## config.mk

```make
export PLATFORM = sky130hd
export DESIGN_NAME = glb_ld_addr_gen_nd
export DESIGN_NICKNAME = d
export VERILOG_FILES = /design/src/rtl/global_buffer_param.sv /design/src/rtl/global_buffer_pkg.sv /design/src/rtl/glb_loop_iter.sv /design/src/rtl/glb_ld_addr_gen_nd.sv
export SDC_FILE = /design/constraint.sdc
export NUM_CORES = 1
export LEC_CHECK = 0
export ABC_AREA = 1
export ABC_CLOCK_PERIOD_IN_PS = 8100
export CELL_PAD_IN_SITES_DETAIL_PLACEMENT = 1
export CELL_PAD_IN_SITES_GLOBAL_PLACEMENT = 1
export CORE_ASPECT_RATIO = 0.75
export CORE_MARGIN = 2
export CORE_UTILIZATION = 45
export CTS_BUF_LIST = sky130_fd_sc_hd__clkbuf_8
export DETAILED_ROUTE_END_ITERATION = 10
export DONT_BUFFER_PORTS = 1
export PLACE_DENSITY = 0.85
export SLEW_MARGIN = 20
export SYNTH_ARGS = -nofsm -noshare
export SYNTH_HDL_FRONTEND = slang
export SYNTH_HIERARCHICAL = 1
export SYNTH_SLANG_ARGS = --single-unit
```

## constraint.sdc

```tcl
create_clock -name clk -period 8.1 [get_ports clk]
set_clock_uncertainty 0.1 [all_clocks]
set_input_delay 1.215 -clock clk [delete_from_list [all_inputs] [get_ports clk]]
set_output_delay 1.215 -clock clk [all_outputs]
set_load 0.05 [all_outputs]
```

## src/rtl/global_buffer_param.sv

```systemverilog
// Default widths and depths shared by the GLB load-DMA blocks.
package global_buffer_param;

    localparam int GLB_ADDR_WIDTH      = 22;
    localparam int LOOP_LEVEL          = 4;
    localparam int MAX_NUM_WORDS_WIDTH = 16;
    localparam int MAX_STRIDE_WIDTH    = 10;
    localparam int BANK_BYTE_OFFSET    = 3;

endpackage

```

## src/rtl/global_buffer_pkg.sv

```systemverilog
// Shared GLB types: N-level load-DMA header and load walker states.
package global_buffer_pkg;

    import global_buffer_param::*;

    typedef struct packed {
        logic [MAX_NUM_WORDS_WIDTH-1:0] range;
        logic [MAX_STRIDE_WIDTH-1:0]    stride;
    } loop_ctrl_t;

    typedef struct packed {
        logic                           valid;
        logic [GLB_ADDR_WIDTH-1:0]      start_addr;
        loop_ctrl_t [LOOP_LEVEL-1:0]    loop_ctrl;
        logic [MAX_NUM_WORDS_WIDTH-1:0] num_active_words;
        logic [MAX_NUM_WORDS_WIDTH-1:0] num_inactive_words;
    } dma_ld_header_nd_t;

    typedef enum logic [1:0] {
        LD_IDLE     = 2'd0,
        LD_ACTIVE   = 2'd1,
        LD_INACTIVE = 2'd2,
        LD_DONE     = 2'd3
    } ld_state_t;

endpackage

```

## src/rtl/glb_loop_iter.sv

```systemverilog
// Nested-loop odometer with per-level byte-offset accumulators; offsets are
// built incrementally so no multipliers are needed.
module glb_loop_iter #(
    parameter int GLB_ADDR_WIDTH      = 22,
    parameter int LOOP_LEVEL          = 4,
    parameter int MAX_NUM_WORDS_WIDTH = 16,
    parameter int MAX_STRIDE_WIDTH    = 10,
    parameter int BANK_BYTE_OFFSET    = 3
) (
    input  logic                                      clk,
    input  logic                                      reset_n,
    input  logic                                      clr_i,
    input  logic                                      step_i,
    input  logic [LOOP_LEVEL*MAX_NUM_WORDS_WIDTH-1:0] range_i,
    input  logic [LOOP_LEVEL*MAX_STRIDE_WIDTH-1:0]    stride_i,
    output logic                                      last_o,
    output logic [GLB_ADDR_WIDTH-1:0]                 offset_sum_o
);

    localparam int NW = MAX_NUM_WORDS_WIDTH;
    localparam int SW = MAX_STRIDE_WIDTH;
    localparam int GW = GLB_ADDR_WIDTH;

    logic [LOOP_LEVEL-1:0] wrap;
    logic [LOOP_LEVEL-1:0] carry;
    logic [GW-1:0]         off_next [LOOP_LEVEL];

    for (genvar gi = 0; gi < LOOP_LEVEL; gi++) begin : g_lvl
        // A level advances only when every inner level is at its last value.
        localparam logic [LOOP_LEVEL-1:0] LOWER = LOOP_LEVEL'((1 << gi) - 1);

        logic [NW-1:0] rng;
        logic [NW-1:0] rng_m1;
        logic [NW-1:0] itr_q;
        logic [NW-1:0] itr_d;
        logic [GW-1:0] stride_bytes;
        logic [GW-1:0] off_q;
        logic [GW-1:0] off_d;

        assign rng          = range_i[gi*NW +: NW];
        assign rng_m1       = (rng == '0) ? '0 : rng - 1'b1;
        assign wrap[gi]     = (itr_q == rng_m1);
        assign carry[gi]    = step_i & (&(wrap | ~LOWER));
        assign stride_bytes = GW'(stride_i[gi*SW +: SW]) << BANK_BYTE_OFFSET;
        assign itr_d        = !carry[gi] ? itr_q : (wrap[gi] ? '0 : itr_q + 1'b1);
        assign off_d        = !carry[gi] ? off_q : (wrap[gi] ? '0 : off_q + stride_bytes);
        assign off_next[gi] = off_d;

        always_ff @(posedge clk) begin
            if (!reset_n || clr_i) begin
                itr_q <= '0;
                off_q <= '0;
            end else begin
                itr_q <= itr_d;
                off_q <= off_d;
            end
        end
    end

    assign last_o = &wrap;

    always_comb begin
        offset_sum_o = '0;
        for (int i = 0; i < LOOP_LEVEL; i++) begin
            offset_sum_o = offset_sum_o + off_next[i];
        end
    end

endmodule

```

## src/rtl/glb_ld_addr_gen_nd.sv

```systemverilog
// N-level GLB load-DMA address generator: latches a header on start and walks
// the nested loop, with duty-cycling, backpressure, abort and a done pulse.
module glb_ld_addr_gen_nd
    import global_buffer_pkg::*;
#(
    parameter int GLB_ADDR_WIDTH      = global_buffer_param::GLB_ADDR_WIDTH,
    parameter int LOOP_LEVEL          = global_buffer_param::LOOP_LEVEL,
    parameter int MAX_NUM_WORDS_WIDTH = global_buffer_param::MAX_NUM_WORDS_WIDTH,
    parameter int MAX_STRIDE_WIDTH    = global_buffer_param::MAX_STRIDE_WIDTH,
    parameter int BANK_BYTE_OFFSET    = global_buffer_param::BANK_BYTE_OFFSET
) (
    input  logic                                      clk,
    input  logic                                      reset_n,
    input  logic                                      start_pulse,
    input  logic                                      cfg_valid,
    input  logic [GLB_ADDR_WIDTH-1:0]                 cfg_start_addr,
    input  logic [LOOP_LEVEL*MAX_NUM_WORDS_WIDTH-1:0] cfg_range,
    input  logic [LOOP_LEVEL*MAX_STRIDE_WIDTH-1:0]    cfg_stride,
    input  logic [MAX_NUM_WORDS_WIDTH-1:0]            cfg_num_active_words,
    input  logic [MAX_NUM_WORDS_WIDTH-1:0]            cfg_num_inactive_words,
    input  logic                                      abort,
    input  logic                                      rdrq_ready,
    output logic                                      rdrq_en,
    output logic [GLB_ADDR_WIDTH-1:0]                 rdrq_addr,
    output logic                                      busy,
    output logic                                      done_pulse
);

    localparam int NW = MAX_NUM_WORDS_WIDTH;
    localparam int GW = GLB_ADDR_WIDTH;

    ld_state_t state_q, state_d;

    logic [GW-1:0]                 start_q;
    logic [GW-1:0]                 addr_q, addr_d;
    logic [LOOP_LEVEL*NW-1:0]      range_q;
    logic [LOOP_LEVEL*MAX_STRIDE_WIDTH-1:0] stride_q;
    logic [NW-1:0]                 num_act_q;
    logic [NW-1:0]                 num_inact_q;
    logic [NW-1:0]                 act_cnt_q, act_cnt_d;
    logic [NW-1:0]                 inact_cnt_q, inact_cnt_d;

    logic          load;
    logic          step;
    logic          last;
    logic [GW-1:0] off_sum;

    assign load = (state_q == LD_IDLE) && start_pulse && cfg_valid;
    // Abort wins over an accept in the same cycle: the walker does not move.
    assign step = (state_q == LD_ACTIVE) && rdrq_ready && !abort;

    glb_loop_iter #(
        .GLB_ADDR_WIDTH     (GLB_ADDR_WIDTH),
        .LOOP_LEVEL         (LOOP_LEVEL),
        .MAX_NUM_WORDS_WIDTH(MAX_NUM_WORDS_WIDTH),
        .MAX_STRIDE_WIDTH   (MAX_STRIDE_WIDTH),
        .BANK_BYTE_OFFSET   (BANK_BYTE_OFFSET)
    ) u_iter (
        .clk         (clk),
        .reset_n     (reset_n),
        .clr_i       (load),
        .step_i      (step),
        .range_i     (range_q),
        .stride_i    (stride_q),
        .last_o      (last),
        .offset_sum_o(off_sum)
    );

    always_comb begin
        state_d     = state_q;
        addr_d      = addr_q;
        act_cnt_d   = act_cnt_q;
        inact_cnt_d = inact_cnt_q;
        case (state_q)
            LD_IDLE: begin
                if (start_pulse && cfg_valid) begin
                    state_d     = LD_ACTIVE;
                    addr_d      = cfg_start_addr;
                    act_cnt_d   = '0;
                    inact_cnt_d = '0;
                end
            end
            LD_ACTIVE: begin
                if (abort) begin
                    state_d = LD_IDLE;
                end else if (rdrq_ready) begin
                    addr_d    = start_q + off_sum;
                    act_cnt_d = act_cnt_q + 1'b1;
                    if (last) begin
                        state_d = LD_DONE;
                    end else if ((num_act_q != '0) && (act_cnt_d == num_act_q)) begin
                        act_cnt_d = '0;
                        if (num_inact_q != '0) begin
                            state_d     = LD_INACTIVE;
                            inact_cnt_d = '0;
                        end
                    end
                end
            end
            LD_INACTIVE: begin
                if (abort) begin
                    state_d = LD_IDLE;
                end else if (inact_cnt_q == num_inact_q - 1'b1) begin
                    state_d = LD_ACTIVE;
                end else begin
                    inact_cnt_d = inact_cnt_q + 1'b1;
                end
            end
            LD_DONE: state_d = LD_IDLE;
            default: state_d = LD_IDLE;
        endcase
    end

    always_ff @(posedge clk) begin
        if (!reset_n) begin
            state_q     <= LD_IDLE;
            addr_q      <= '0;
            start_q     <= '0;
            range_q     <= '0;
            stride_q    <= '0;
            num_act_q   <= '0;
            num_inact_q <= '0;
            act_cnt_q   <= '0;
            inact_cnt_q <= '0;
        end else begin
            state_q     <= state_d;
            addr_q      <= addr_d;
            act_cnt_q   <= act_cnt_d;
            inact_cnt_q <= inact_cnt_d;
            if (load) begin
                start_q     <= cfg_start_addr;
                range_q     <= cfg_range;
                stride_q    <= cfg_stride;
                num_act_q   <= cfg_num_active_words;
                num_inact_q <= cfg_num_inactive_words;
            end
        end
    end

    assign rdrq_en    = (state_q == LD_ACTIVE);
    assign rdrq_addr  = addr_q;
    assign busy       = (state_q != LD_IDLE);
    assign done_pulse = (state_q == LD_DONE);

endmodule

```

==> impl_metrics.toml, run 1 <==
[synth]
synth-edff-count = 0
synthFlopType = "dfxtp_1"
synthCells = 3967
synthArstFlopShare = 0
synth-seq-cells = 366
yosysSeqAreaShare = 0.286
syn-cell-area_um2 = 25600
synth_area_per_cell_um2 = 6.45
syn-num-nets = 4271
synth_warnings = 6
ys_types = 63

[critical_path]
max_stage_delay_ps = 550
rr_worst_depth = 40
cp.arrival_ps = 7980
r2r_slack_ps = 540
startpoint_type = "flip-flop"
cp_max_fo = 14
timing.rr.end = "rdrq_addr[21]"
crit_required_ps = 8520
worst-setup-path-type = "flip-flop to flip-flop"
endpoint_kind = "flip-flop"
r2r-start = "range_q[16]"
critPathSlowestCell = "fa_1"

[floorplan]
die_x_um = 279
die_area_um2 = 58800
io_pins = 189
coreArea_um2 = 56000
die_h_um = 211
fp-row-count = 75
initial_core_util = 0.457

[clock_tree]
clk_latency_ps = 690
htreeDepth = 2
clk_pin_slew_ps = 70
clock-sinks = 366
cts_root_buf = "clkbuf_8"
cts_buffer_depth = 3
cts_tree = "done"
numCtsBuffers = 61

[cells_and_area]
syn_to_final_growth_pct = 8.16
fin_util = 0.494
final_nets = 4255
antennaDiodeCount = 0
drive_gt1_frac = 0.0716
fillers = 7561
fin_area_um2 = 27700

[global_routing]
grt_pass1_vias = 26063
grt_max_degree = 193
antenna_found_initial = 1
track_usage = 0.292
grt_pass1_wl_mm = 139
overflow = 0

[placed_design]
placedInstanceArea_um2 = 26200
io_buffers = 0
gp_congestion = 0.940
hpwlAfterDp_mm = 66.8

[routing]
vias = 26319
wl_mm = 87.9
ant_nets = 0
drtIter0Drc = 1889
drtPass1Iterations = 5
routedWlPerCell_um = 18.6
viasPerCell = 5.57
drc = 0

[timing]
fmax_ghz = 0.132
finalHoldViolations = 0
setup_viol = 0
slew_headroom = 0.370
min_period_ps = 7560
drv_slew = 0
timing.final.crit_share = 0.933
holdWs_ps = 338
tightest_slew_ps = 941

[min_path]
hold_depth = 2
hold_path.class = "flip-flop to flip-flop"
holdPathEnd = "u_iter/g_lvl[1].off_q[2]"
min_from = "u_iter/g_lvl[1].off_q[2]"

[run_status]
status = "completed"

[power]
total_power_uw = 7120
powerDensity_nw_per_um2 = 257
p_leak_uw = 0.0126
peakVddDrop_uv = 204

[flow_run]
max_cap_viol_count = 0
-- per-layer routing --
layer / routed length (um) / share of wire / track usage / vias to the layer above
met1: 42700 / 0.49 / 0.422 / 12638
li1: - / - / - / 12866
met5: 11 / 0.00013 / 0 / -
met3: 6120 / 0.070 / 0.0515 / 138
met4: 2180 / 0.025 / 0.0780 / 2
met2: 36900 / 0.42 / 0.447 / 675
-- stage by stage --
step	TNS, ps	cells	setup WS (ps)
global placement	0	4604	481
floorplan	0	3967	1280
CTS	0	4712	196
global route	-8.28	4727	-7.96
finish	0	4727	542
detailed placement	0	4604	244
-- worst max-delay path: cells and delay by family, from the launching register on --
| kind | cells | cell delay, ps |
|---|---|---|
| buffers and inverters | 5 | 540 |
| AND/OR/NAND/NOR | 17 | 2010 |
| flip-flops | 1 | 310 |
| XOR/XNOR | 2 | 280 |
| AO/OA/AOI/OAI | 11 | 2290 |
| adder cells (fa/ha/maj) | 5 | 1880 |
-- how the worst max path moves through the flow --
stage / startpoint / to / slack (ps) / depth (start not counted)
after global placement: range_q[32] / rdrq_addr[20] / 480 / 40
after global routing: range_q[16] / rdrq_addr[18] / -8 / 39
after floorplan: abort / rdrq_addr[21] / 1280 / 33
after CTS: range_q[0] / rdrq_addr[18] / 200 / 41
after detailed placement: range_q[32] / rdrq_addr[18] / 240 / 38
final: range_q[16] / rdrq_addr[21] / 540 / 40
-- layout by cell type (no fill, tap or decap), types with 58 or more instances in the layout --
cell / count
ha_1: 92
nand2_1: 843
nor3_1: 58
o21ai_0: 261
dfxtp_1: 366
nand3_1: 292
inv_1: 440
nand4_1: 84
clkbuf_8: 82
xor2_1: 105
nor2_1: 681
a21oi_1: 249
-- Yosys cell counts, drive strengths merged (63+ instances only) --
library cell / n / area share
nand2: 865 / 0.13
nor2: 725 / 0.11
inv: 440 / 0.065
dfxtp: 366 / 0.29
nand3: 301 / 0.061
o21ai: 273 / 0.053
a21oi: 249 / 0.049
xor2: 106 / 0.037
ha: 93 / 0.045
nand4: 88 / 0.022
clkbuf: 86 / 0.013
nor3: 63 / 0.013
-- flip-flops by register name, indices dropped and copies added (netlist names) --
| name | cells |
|---|---|
| act_cnt_q | 16 |
| inact_cnt_q | 16 |
| num_act_q | 16 |
| num_inact_q | 16 |
| range_q | 64 |
| rdrq_addr | 22 |
| start_q | 22 |
| state_q | 2 |
| stride_q | 40 |
| u_iter/g_lvl.itr_q | 64 |
| u_iter/g_lvl.off_q | 88 |
-- cell families after synthesis --
kind of cell / count (synthesis) / share of synthesized area
AND/OR/NAND/NOR: 2135 / 0.365
AO/OA/AOI/OAI: 616 / 0.130
buffers and inverters: 568 / 0.0879
flip-flops: 366 / 0.286
XOR/XNOR: 142 / 0.0489
adder cells (fa/ha/maj): 140 / 0.0822
-- area by class of cell --
type / instances / area (um2) / share of cell area
sequential: 366 / 7330 / 0.265
tap: 731 / 915 / 0.0330
clock inverter: 26 / 148 / 0.00533
inverter: 441 / 1670 / 0.0603
clock buffer: 82 / 1130 / 0.0408
multi-input combinational: 3035 / 16100 / 0.583
timing repair buffer: 46 / 343 / 0.0124
-- power by group --
part           internal [uW]  leakage (uW)  total [uW]  switching (uW)
Clock                    929      0.000718        1750             817
Sequential              2040       0.00298        2440             402
Combinational            924       0.00894        2930            2000
Total                   3890        0.0126        7120            3220
-- repair_timing --
| item | CTS | global route |
|---|---|---|
| gates resized for setup | 0 | 32 |
| hold buffers | 0 | 0 |
| buffers inserted | 0 | 13 |
| endpoints found under the setup margin | 0 | 9 |
(Power assumes the default switching activity.)
==> run 2, diff against run 1 <==
- CORE_ASPECT_RATIO: 0.75 -> 1.2
==> impl_metrics.toml, run 2 (synthesis results as in run 1) <==
[routing]
drtIter0Drc = 1281
drc = 15
viasPerCell = 5.53
ant_nets = 0
drtPass1Iterations = 11
routedWlPerCell_um = 18.3
vias = 26104
wl_mm = 86.3

[global_routing]
antenna_found_initial = 1
track_usage = 0.288
grt_pass1_vias = 27186
overflow = 0
grt_pass1_wl_mm = 138
grt_max_degree = 193

[timing]
slew_headroom = 0.328
tightest_slew_ps = 1000
setup_ws_ps = 557
setup_viol = 0
drv_slew = 0
rsz0062_at_grt = "false"
tns_ps = 0
holdWs_ps = 347
timing.final.crit_share = 0.931
fmax_ghz = 0.133
finalHoldViolations = 0
min_period_ps = 7540

[clock_tree]
cts_root_buf = "clkbuf_8"
numCtsBuffers = 71
clk_pin_slew_ps = 60
cts_buffer_depth = 3
htreeDepth = 3
clock-sinks = 366
cts_tree = "done"
clk_latency_ps = 670

[cells_and_area]
fin_util = 0.492
syn_to_final_growth_pct = 7.82
top_register = "u_iter/g_lvl.off_q"
final_nets = 4247
largest_register_ffs = 88
drive_gt1_frac = 0.0673
reg_top3 = "u_iter/g_lvl.off_q x88, range_q x64, u_iter/g_lvl.itr_q x64"
final_cell_mix = "nand2_1, nor2_1, inv_1, dfxtp_1, nand3_1"
final_common_cell = "nand2_1"

[floorplan]
die_x_um = 222
initial_core_util = 0.456
fp-row-count = 95
io_pins = 189
die_h_um = 265
coreArea_um2 = 56100
die_area_um2 = 58800

[power]
powerDensity_nw_per_um2 = 259
peakVddDrop_uv = 168
total_power_uw = 7150
p_leak_uw = 0.0126

[critical_path]
startpoint_type = "flip-flop"
critPathSlowestCell = "fa_1"
crit_required_ps = 8570
endpoint_kind = "flip-flop"
worst-setup-path-type = "flip-flop to flip-flop"
crit_top_cell = "nand2_1"
max_stage_delay_ps = 500
cp_max_fo = 14
cp.arrival_ps = 8020

[min_path]
hold_path.class = "flip-flop to flip-flop"

[placed_design]
gp_congestion = 0.899
io_buffers = 0
dp_slack_ps = 240
hpwlAfterDp_mm = 65.8

[run_status]
status = "complete, but fails checks"
violations = "DRC"

[flow_run]
max_cap_viol_count = 0
==> run 2: cell types whose count changed in the layout (fill, tap and decap cells not counted), sizes merged <==
cell / previous run / this run
clkbuf: 83 / 85
buf: 45 / 29
diode: 0 / 1
nand2: 866 / 865
inv: 457 / 462
clkinvlp: 3 / 2
clkinv: 6 / 16
==> run 2: worst paths after layout <==
check	start	cells after the start	slack, ps	to
worst min-delay path	u_iter/g_lvl[3].off_q[0]	2	350	u_iter/g_lvl[3].off_q[0]
worst max register to register	range_q[32]	38	560	rdrq_addr[18]
worst min register to register	u_iter/g_lvl[3].off_q[0]	2	350	u_iter/g_lvl[3].off_q[0]
worst max-delay path	range_q[32]	38	560	rdrq_addr[18]
==> run 2: per-layer routing <==
layer / track usage / share of wire / up-vias
li1: - / - / 12876
met1: 0.323 / 0.41 / 12564
met2: 0.544 / 0.51 / 483
met3: 0.0411 / 0.039 / 181
met4: 0.120 / 0.037 / 0
met5: 0 / 0 / -
==> run 2: timing repair <==
action / 4_1_cts / 5_1_grt
setup endpoints to repair: 0 / 7
hold buffers: 0 / 0
resized for setup: 0 / 15
setup buffers: 0 / 1
==> run 2: power by group <==
part	switching, uW	internal (uW)
sequential	397	2040
combinational	1960	902
clock	868	983
total	3230	3930
==> run 2: per-stage QoR <==
stage	std cells	instance area [um2]
after floorplan	3967	25600
after global placement	4595	26100
after detailed placement	4595	26200
after CTS	4720	27500
after global routing	4723	27600
final	4723	27600
==> run 2: final cells by class <==
cell class	instances	area, um2
Fill cell	7579	28500
Multi-Input combinational cell	3034	16100
Sequential cell	366	7330
Inverter	441	1660
Clock buffer	85	1170
Tap cell	727	910
Timing Repair Buffer	29	218
Clock inverter	40	208
Antenna cell	1	2.50
==> run 2: worst max-delay path: cells and delay by family, from the launching register on <==
kind,cells,cell delay (ps)
simple gates,20,3110
fa+ha+maj,6,2230
compound gates,8,1220
buf+inv,3,370
flops,1,320
xor+xnor,1,90
